$ cat src/rtl/fetch_pkg.sv
// Shared types and constants for the instruction-fetch stage: entry layout
// carried through the prefetch buffer and the in-flight PC queue.
package fetch_pkg;

  localparam int unsigned INSTR_W = 32;
  localparam int unsigned PC_W    = 32;

  localparam logic [INSTR_W-1:0] NOP_INSTR = 32'h0000_0013;

  typedef struct packed {
    logic [PC_W-1:0]    pc;
    logic [INSTR_W-1:0] instr;
    logic               exc;
  } fetch_entry_t;

  localparam fetch_entry_t ENTRY_CLEAR = '{pc: {PC_W{1'b0}}, instr: NOP_INSTR, exc: 1'b0};

endpackage

$ cat src/rtl/fetch_fifo.sv
// Synchronous FIFO of fetch entries with flush, occupancy count and full/empty.
// A push in the flush cycle lands as the sole entry of the emptied FIFO.
module fetch_fifo
  import fetch_pkg::*;
#(
  parameter int unsigned DEPTH = 4,
  localparam int unsigned IDX_W = (DEPTH > 1) ? $clog2(DEPTH) : 1,
  localparam int unsigned CNT_W = $clog2(DEPTH + 1)
) (
  input  logic             clk,
  input  logic             reset_n,
  input  logic             flush,
  input  logic             push,
  input  fetch_entry_t     push_data,
  input  logic             pop,
  output fetch_entry_t     head,
  output logic [CNT_W-1:0] count,
  output logic             full,
  output logic             empty
);

  fetch_entry_t     mem_r [DEPTH];
  logic [IDX_W-1:0] wr_ptr_r;
  logic [IDX_W-1:0] rd_ptr_r;
  logic [CNT_W-1:0] count_r;
  logic             do_push_s;
  logic             do_pop_s;

  function automatic logic [IDX_W-1:0] next_idx(input logic [IDX_W-1:0] idx);
    if (idx == IDX_W'(DEPTH - 1)) begin
      return {IDX_W{1'b0}};
    end else begin
      return idx + IDX_W'(1'b1);
    end
  endfunction

  assign full  = (count_r == CNT_W'(DEPTH));
  assign empty = (count_r == {CNT_W{1'b0}});
  assign count = count_r;
  assign head  = mem_r[rd_ptr_r];

  // Qualify push/pop against occupancy; flush always makes room for a push.
  always_comb begin
    do_push_s = 1'b0;
    do_pop_s  = 1'b0;
    if (flush) begin
      do_push_s = push;
      do_pop_s  = 1'b0;
    end else begin
      do_push_s = push && !full;
      do_pop_s  = pop && !empty;
    end
  end

  // Storage, pointers and occupancy.
  always_ff @(posedge clk or negedge reset_n) begin
    if (!reset_n) begin
      for (int i = 0; i < int'(DEPTH); i++) begin
        mem_r[i] <= ENTRY_CLEAR;
      end
      wr_ptr_r <= {IDX_W{1'b0}};
      rd_ptr_r <= {IDX_W{1'b0}};
      count_r  <= {CNT_W{1'b0}};
    end else if (flush) begin
      rd_ptr_r <= {IDX_W{1'b0}};
      if (do_push_s) begin
        mem_r[0] <= push_data;
        wr_ptr_r <= next_idx({IDX_W{1'b0}});
        count_r  <= CNT_W'(1'b1);
      end else begin
        wr_ptr_r <= {IDX_W{1'b0}};
        count_r  <= {CNT_W{1'b0}};
      end
    end else begin
      if (do_push_s) begin
        mem_r[wr_ptr_r] <= push_data;
        wr_ptr_r        <= next_idx(wr_ptr_r);
      end else begin
        wr_ptr_r <= wr_ptr_r;
      end
      if (do_pop_s) begin
        rd_ptr_r <= next_idx(rd_ptr_r);
      end else begin
        rd_ptr_r <= rd_ptr_r;
      end
      case ({do_push_s, do_pop_s})
        2'b10:   count_r <= count_r + CNT_W'(1'b1);
        2'b01:   count_r <= count_r - CNT_W'(1'b1);
        default: count_r <= count_r;
      endcase
    end
  end

endmodule

$ cat src/rtl/fetch_prefetch.sv
// RV32I fetch stage with prefetch buffer, credit-limited pipelined imem requests
// and redirect handling. FETCH_ALIGN_EXC_EN enables the misaligned-target trap.
module fetch_prefetch
  import fetch_pkg::*;
#(
  parameter int unsigned       ADDR_W          = 32,
  parameter int unsigned       DEPTH           = 4,
  parameter int unsigned       MAX_OUTSTANDING = 2,
  parameter logic [ADDR_W-1:0] RESET_PC        = {ADDR_W{1'b0}}
) (
  input  logic               clk,
  input  logic               reset_n,
  output logic               imem_req,
  output logic [ADDR_W-1:0]  imem_addr,
  input  logic               imem_gnt,
  input  logic               imem_rvalid,
  input  logic [INSTR_W-1:0] imem_rdata,
  input  logic               redirect_valid,
  input  logic [ADDR_W-1:0]  redirect_pc,
  output logic               if_valid,
  input  logic               if_ready,
  output logic [INSTR_W-1:0] if_instr,
  output logic [ADDR_W-1:0]  if_pc
`ifdef FETCH_ALIGN_EXC_EN
  ,
  output logic               if_exc
`endif
);

  localparam int unsigned OUT_W  = $clog2(MAX_OUTSTANDING + 1);
  localparam int unsigned BUF_CW = $clog2(DEPTH + 1);
  localparam int unsigned SUM_W  = BUF_CW + 1;

  logic [ADDR_W-1:0] fetch_pc_r;
  logic [OUT_W-1:0]  drop_cnt_r;
  logic              started_r;
  logic [OUT_W-1:0]  outstanding_s;
  logic [OUT_W-1:0]  out_after_resp_s;
  logic [ADDR_W-1:0] target_pc_s;
  logic              misaligned_s;
  logic              halted_s;
  logic              req_s;
  logic              grant_s;
  logic              resp_s;
  logic              keep_resp_s;
  logic              exc_push_s;
  logic              buf_push_s;
  logic              buf_pop_s;
  logic              buf_full_s;
  logic              buf_empty_s;
  logic [BUF_CW-1:0] buf_count_s;
  logic              ifq_full_s;
  logic              ifq_empty_s;
  fetch_entry_t      buf_push_data_s;
  fetch_entry_t      buf_head_s;
  fetch_entry_t      ifq_push_data_s;
  fetch_entry_t      ifq_head_s;
  logic              unused_s;

`ifdef FETCH_ALIGN_EXC_EN
  logic halted_r;

  assign target_pc_s  = redirect_pc;
  assign misaligned_s = (redirect_pc[1:0] != 2'b00);
  assign halted_s     = halted_r;

  // Halt on a misaligned redirect target; only a later redirect resumes.
  always_ff @(posedge clk or negedge reset_n) begin
    if (!reset_n) begin
      halted_r <= 1'b0;
    end else if (redirect_valid) begin
      halted_r <= misaligned_s;
    end else begin
      halted_r <= halted_r;
    end
  end
`else
  assign target_pc_s  = {redirect_pc[ADDR_W-1:2], 2'b00};
  assign misaligned_s = 1'b0;
  assign halted_s     = 1'b0;
`endif

  // A response can only be honoured while a request is really in flight.
  assign resp_s           = imem_rvalid && !ifq_empty_s;
  assign out_after_resp_s = outstanding_s - OUT_W'(resp_s);
  assign keep_resp_s      = resp_s && (drop_cnt_r == {OUT_W{1'b0}}) && !redirect_valid;
  assign exc_push_s       = redirect_valid && misaligned_s;
  assign buf_push_s       = keep_resp_s || exc_push_s;
  assign buf_pop_s        = if_valid && if_ready && !redirect_valid;
  assign grant_s          = req_s && imem_gnt;

  // Credit check: in-flight plus buffered entries must never exceed the buffer.
  always_comb begin
    req_s = 1'b0;
    if (started_r && !redirect_valid && !halted_s &&
        (outstanding_s < OUT_W'(MAX_OUTSTANDING)) &&
        ((SUM_W'(outstanding_s) + SUM_W'(buf_count_s)) < SUM_W'(DEPTH))) begin
      req_s = 1'b1;
    end else begin
      req_s = 1'b0;
    end
  end

  // Select what enters the prefetch buffer: trap marker or returned instruction.
  always_comb begin
    buf_push_data_s = ENTRY_CLEAR;
    if (exc_push_s) begin
      buf_push_data_s.pc    = PC_W'(target_pc_s);
      buf_push_data_s.instr = NOP_INSTR;
      buf_push_data_s.exc   = 1'b1;
    end else begin
      buf_push_data_s.pc    = ifq_head_s.pc;
      buf_push_data_s.instr = imem_rdata;
      buf_push_data_s.exc   = 1'b0;
    end
  end

  // Request PC recorded alongside each grant.
  always_comb begin
    ifq_push_data_s    = ENTRY_CLEAR;
    ifq_push_data_s.pc = PC_W'(fetch_pc_r);
  end

  // Fetch PC, drop counter and post-reset request enable.
  always_ff @(posedge clk or negedge reset_n) begin
    if (!reset_n) begin
      started_r  <= 1'b0;
      fetch_pc_r <= RESET_PC;
      drop_cnt_r <= {OUT_W{1'b0}};
    end else begin
      started_r <= 1'b1;
      if (redirect_valid) begin
        fetch_pc_r <= target_pc_s;
        drop_cnt_r <= out_after_resp_s;
      end else begin
        if (grant_s) begin
          fetch_pc_r <= fetch_pc_r + ADDR_W'(32'd4);
        end else begin
          fetch_pc_r <= fetch_pc_r;
        end
        if (resp_s && (drop_cnt_r != {OUT_W{1'b0}})) begin
          drop_cnt_r <= drop_cnt_r - OUT_W'(1'b1);
        end else begin
          drop_cnt_r <= drop_cnt_r;
        end
      end
    end
  end

  fetch_fifo #(.DEPTH(DEPTH)) u_prefetch_buf (
    .clk       (clk),
    .reset_n   (reset_n),
    .flush     (redirect_valid),
    .push      (buf_push_s),
    .push_data (buf_push_data_s),
    .pop       (buf_pop_s),
    .head      (buf_head_s),
    .count     (buf_count_s),
    .full      (buf_full_s),
    .empty     (buf_empty_s)
  );

  // In-flight queue is never flushed: stale responses still pop their PCs.
  fetch_fifo #(.DEPTH(MAX_OUTSTANDING)) u_inflight_q (
    .clk       (clk),
    .reset_n   (reset_n),
    .flush     (1'b0),
    .push      (grant_s),
    .push_data (ifq_push_data_s),
    .pop       (resp_s),
    .head      (ifq_head_s),
    .count     (outstanding_s),
    .full      (ifq_full_s),
    .empty     (ifq_empty_s)
  );

  assign imem_req  = req_s;
  assign imem_addr = fetch_pc_r;

  // Present the buffer head to decode; idle values when empty.
  always_comb begin
    if_valid = 1'b0;
    if_instr = NOP_INSTR;
    if_pc    = {ADDR_W{1'b0}};
    if (!buf_empty_s) begin
      if_valid = 1'b1;
      if_instr = buf_head_s.instr;
      if_pc    = ADDR_W'(buf_head_s.pc);
    end else begin
      if_valid = 1'b0;
      if_instr = NOP_INSTR;
      if_pc    = {ADDR_W{1'b0}};
    end
  end

`ifdef FETCH_ALIGN_EXC_EN
  assign if_exc = if_valid && buf_head_s.exc;
`endif

  assign unused_s = ^{ifq_head_s.instr, ifq_head_s.exc, ifq_full_s, buf_full_s,
                      buf_head_s.exc, redirect_pc[1:0]};

endmodule

$ cat config.mk
export PLATFORM = sky130hd
export DESIGN_NAME = fetch_prefetch
export DESIGN_NICKNAME = d
export VERILOG_FILES = /design/src/rtl/fetch_pkg.sv /design/src/rtl/fetch_fifo.sv /design/src/rtl/fetch_prefetch.sv
export SDC_FILE = /design/constraint.sdc
export NUM_CORES = 1
export LEC_CHECK = 0
export BUFFER_PORTS_ARGS = -buffer_cell sky130_fd_sc_hd__buf_4
export CORE_MARGIN = 2
export CORE_UTILIZATION = 61
export DETAILED_ROUTE_END_ITERATION = 6
export GPL_TIMING_DRIVEN = 0
export MAX_ROUTING_LAYER = met4
export PLACE_DENSITY = 0.93
export SLEW_MARGIN = 0
export SYNTH_ARGS = -nofsm -noshare
export SYNTH_HDL_FRONTEND = slang
export SYNTH_HIERARCHICAL = 1
export SYNTH_SLANG_ARGS = --single-unit
$ cat constraint.sdc
create_clock -name clk -period 7.1 [get_ports clk]
set_input_delay 1.42 -clock clk [delete_from_list [all_inputs] [get_ports clk]]
set_output_delay 1.42 -clock clk [all_outputs]
set_load 0.02 [all_outputs]
* Yosys cells after proc, flatten, opt, wreduce, memory -nomap -nowiden
Index checks and enable logic that the tools add are counted.
** Operators by class
- $add $sub $neg :: 12
- $lt $le $gt $ge :: 8
- Eq/ne operators :: 8
- Multiplexer cells :: 38
- Bitwise logic cells :: 5
- Reductions and logical operators :: 32
** Operators by type and width (count)
- 65-bit 2-to-1 mux :: 9
- 260-bit bitwise mux :: 1
- 260-bit 2-to-1 mux :: 1
- 65-bit binary-select mux with 2-bit select :: 1
- 130-bit bitwise mux :: 1
- 65-bit demux with 2-bit select :: 1
- 32-bit 2-to-1 mux :: 4
- 65-bit demux with 1-bit select :: 1
- 32-bit by 3-bit adder with 32-bit output, second input constant :: 1
- 1-bit logical AND :: 16
- 2-bit 2-to-1 mux :: 8
- 2-bit nonzero test :: 6
- 2-bit == test, second input constant :: 5
- 1-bit 2-to-1 mux :: 8
- 2-bit by 1-bit adder with 2-bit output, second input constant :: 3
- 3-bit >= comparator, second input constant :: 2
- 2-bit inverter with 3-bit output :: 2
- 3-bit one-hot mux with 2 select lines :: 1
- 1-bit logical NOT :: 5
- 2-bit by 3-bit adder with 4-bit output :: 1
- 2-bit by 1-bit == test with 1-bit output, second input constant :: 2
- 2-bit >= comparator, second input constant :: 2
- 2-bit logical NOT :: 2
- 4-bit by 3-bit < comparator with 1-bit output, second input constant :: 1
- 16 further kinds :: 19
** Storage, ports and cells
- Register bits after elaboration :: 436
- Output and inout bits :: 98
- Word-level logic and storage cells :: 130

* Logic depth before layout (Yosys ltp)
- Word-level depth :: 10
- Mapped depth :: 12

* Modules after synthesis
The synthesis kept the hierarchy.
** Modules (own cells, without submodules)
- fetch_fifo (u_prefetch_buf) :: times used 1, cells each 701, area an instance 12135.4 um^2
- fetch_fifo (u_inflight_q) :: times used 1, cells each 373, area an instance 6218.5 um^2
- fetch_prefetch :: times used 1, cells each 311, area an instance 2477.4 um^2

* Worst setup path before layout
No wires, ideal clock.
- Path kind :: input to register
- Start :: input port redirect_valid
- End :: register u_prefetch_buf.count_r[2] (netlist: u_prefetch_buf/count[2])
- Setup time :: 0.082 ns
- Data arrival time :: 3.854 ns
- Data required time :: 7.018 ns
- Setup slack :: 3.164 ns
- Stages :: 12
- Buffers on the path :: 3
- Path through :: buf_6 inv_1 clkbuf_1 clkbuf_1 and3_1 inv_1 nor2_1 nor3_1 fa_1 or4_1 a21o_1 a31oi_1
** On the way
- Cells in the longest elaborated chain, start to end :: 7
** Ends and longest elaborated chain
- start: declaration :: line fetch_prefetch.sv:18 : input logic redirect_valid,
- 1-bit logical NOT (*) :: line fetch_prefetch.sv:86 : assign keep_resp_s = resp_s && (drop_cnt_r == {OUT_W{1'b0}}) && !redirect_valid;
- 1-bit logical AND (*) :: line fetch_prefetch.sv:86
- via buf_push_s :: line fetch_prefetch.sv:47 : logic buf_push_s;
- 1-bit logical AND :: line fetch_fifo.sv:50 : do_push_s = push && !full;
- 1-bit 2-to-1 mux (*) :: line fetch_fifo.sv:46 : if (flush) begin
- 2-bit by 1-bit == test with 1-bit output or 2-bit == test (tied branches) :: line fetch_fifo.sv:86 : case ({do_push_s, do_pop_s})
- 3-bit one-hot mux with 2 select lines :: line fetch_fifo.sv:86
- 3-bit 2-to-1 mux :: line fetch_fifo.sv:64 : end else if (flush) begin
- end signal: assignment :: line fetch_fifo.sv:63 : count_r <= {CNT_W{1'b0}};
- end signal: assignment :: line fetch_fifo.sv:87 : 2'b10: count_r <= count_r + CNT_W'(1'b1);
- end signal: assignment :: line fetch_fifo.sv:88 : 2'b01: count_r <= count_r - CNT_W'(1'b1);
- end: declaration :: line fetch_fifo.sv:25 : logic [CNT_W-1:0] count_r;
The timed path passes the listed nets; every way through them passes the cells marked *.
A chain may end at the register's enable or synchronous reset.

* Final worst setup path
- Start :: register u_prefetch_buf.count_r[0] (netlist: u_prefetch_buf/count[0])
- End :: output port if_pc[23]
** On the way
- Cells in the longest elaborated chain, start to end :: 2
** Ends and longest elaborated chain
- start signal: assignment :: line fetch_fifo.sv:63
- start signal: assignment :: line fetch_fifo.sv:69 : count_r <= CNT_W'(1'b1);
- start signal: assignment :: line fetch_fifo.sv:72 : count_r <= {CNT_W{1'b0}};
- 3-bit logical NOT :: line fetch_fifo.sv:38 : assign empty = (count_r == {CNT_W{1'b0}});
- via buf_empty_s :: line fetch_prefetch.sv:50 : logic buf_empty_s;
- 32-bit 2-to-1 mux :: line fetch_prefetch.sv:185 : if (!buf_empty_s) begin
- end: declaration :: line fetch_prefetch.sv:23 : output logic [ADDR_W-1:0] if_pc
The timed path passes the listed nets, and every way through them passes these cells.

==> results.toml <==
[clocking]
post_cts_resized = 0
cts-buffers-inserted = 39
clkTransAtPathRegs_ns = 0.06
clkLatencyLatePin_ns = 0.52
ctsHoldBuffers = 0
cts-root-buf = "clkbuf_16"
cts-htree-levels = 2
cts.sinks = 364
postCtsSetupRepairBufs = 0
cts_tree = "built"
clk_path_buf_depth = 3

[timing]
hold_ws_ns = 0.491
final.setup.worst_slack_ns = 2.52
setup_violations = 0
max_freq_ghz = 0.218
fin_crit_ns = 4.58
hold_viol = 0
max_slew_margin = 0.301
rsz0062_at_grt = "no"
maxSlewViolCount = 0
worst_slew_pin_slew_ns = 1.04
tns_ns = 0
post-route-period-util = 0.645
fin_skew_ns = 0.0139

[critical_path]
r2r_cells = 12
critPathKind = "flop to primary output"
crit_required_ns = 5.68
critPathMaxFanout = 10
startpoint_type = "flop"
cp-end-kind = "primary output"
crit_arrival_ns = 3.16

[final_layout]
drive_above_1_share = 0.478
fin_cells = 1833
fin_nets = 1503
area_growth_pct = 16.9
antenna_cells = 0
post-route-util = 0.723
fin_area_um2 = 20800

[power_and_ir_drop]
p_leak_nw = 9.73
p_int_mw = 4.20
power_switching_mw = 1.40
irDropWorstVdd_mv = 0.239
swShare = 0.251
combinationalPowerShare = 0.196
power.total_mw = 5.60
seq_power_share = 0.465
powerDensity_nw_per_um2 = 270
clockPowerShare = 0.338

[hold_path]
hold_depth = 1
worstHoldPathType = "flop to flop"

[yosys]
synthCells = 1205
yosysWarnings = 6
syn_area_um2 = 17800
syn_area_per_cell_um2 = 14.7

[detailed_routing]
route.detailed.drc = 0
drt_iter0_markers = 896
routed_via_density = 6.01
via_count = 11000
final_antenna_net_count = 0
wl_per_cell_um = 21.7
dr.pass1.iters = 7
routed_wl_um = 39800

[die]
coreArea_um2 = 28700
dieArea_um2 = 30500
start_util = 0.619
die_x_um = 175
ios = 168
fp.dieH_um = 175
fp-row-count = 62

[placement]
placed_area_um2 = 19600
dpl_worst_slack_ns = 2.47
numPortBuffers = 163
dp_cells = 1766
finalWeightedCongestion = 0.902
hpwl_um = 26800

[global_routing]
grt_max_degree = 130
antenna_found_initial = 0
grt_first_pass_wirelength_um = 64300
overflow = 0
grt_usage = 0.276
grt_pass1_vias = 11800

[flow_run]
maxCapViolations = 0

[status]
status = "finished clean"
-- cell type report --
class | count | area, um^2
plain buffers | 83 | 659
repair buffers | 165 | 1290
inverters | 15 | 56.3
flip-flops and latches | 364 | 9120
clock inverters | 8 | 42.5
well taps | 384 | 480
multi-input cells | 755 | 7960
fillers | 1805 | 7950
clock buffers | 59 | 1140
-- critical path, cell delays in order (launching register included) --
cell and delay [ns]:
dfrtp_1 0.45, buf_2 0.21, nor3_1 0.38, clkbuf_1 0.64
clkbuf_1 0.56, nor2b_1 0.19, buf_4 0.21
-- power by group through the flow --
| stage | Sequential (mW) | Clock [mW] | Combinational, mW |
|---|---|---|---|
| after floorplan | 2.57 | 0 | 0.806 |
| final | 2.61 | 1.90 | 1.10 |
| after CTS | 2.60 | 1.92 | 1.11 |
| after global placement | 2.60 | 0 | 1.05 |
| after global routing | 2.64 | 2.02 | 1.18 |
| after detailed placement | 2.63 | 0 | 1.10 |
-- worst paths after layout --
check / slack, ns / to / startpoint
max: 2.52 / if_pc[23] / u_prefetch_buf/count[0]
min: 0.49 / u_prefetch_buf/mem_r[14] / u_prefetch_buf/mem_r[14]
max reg2reg: 3.06 / u_prefetch_buf/count[2] / u_prefetch_buf/count[0]
min reg2reg: 0.49 / u_prefetch_buf/mem_r[14] / u_prefetch_buf/mem_r[14]
max in group asynchronous: 4.95 / u_prefetch_buf/mem_r[150] / reset_n
min in group asynchronous: 1.00 / u_prefetch_buf/mem_r[167] / reset_n
-- per-layer routing --
layer | global-route usage | vias to the layer above | wire length (um)
met1 | 0.360 | 5717 | 16500
li1 | - | 4823 | -
met4 | 0.0861 | 0 | 1170
met3 | 0.0446 | 98 | 2080
met2 | 0.449 | 375 | 20100
met5 | - | - | 0
-- flip-flops by register name (all words and copies together) (netlist names) --
register,count
started_r,1
u_prefetch_buf/mem_r,256
u_prefetch_buf/rd_ptr_r,2
imem_addr,30
u_inflight_q/mem_r,64
u_prefetch_buf/wr_ptr_r,2
u_inflight_q/wr_ptr_r,1
u_inflight_q/count,2
u_prefetch_buf/count,3
drop_cnt_r,2
u_inflight_q/rd_ptr_r,1
-- cells in the final DEF, fill, tap and decap left out, drive strengths merged, types with 8 or more instances in the layout --
master and n:
mux4 64, inv 14, o211ai 14, clkinv 8, dfrtp 352, nand2 52
nor2 22, o311ai 14, buf 219, nor3 8, conb 14, o21ai 23
clkbuf 88, a21oi 12, mux2 352, nor2b 65, dfstp 12, ha 9
nand3 22
(Power assumes the default switching activity.)
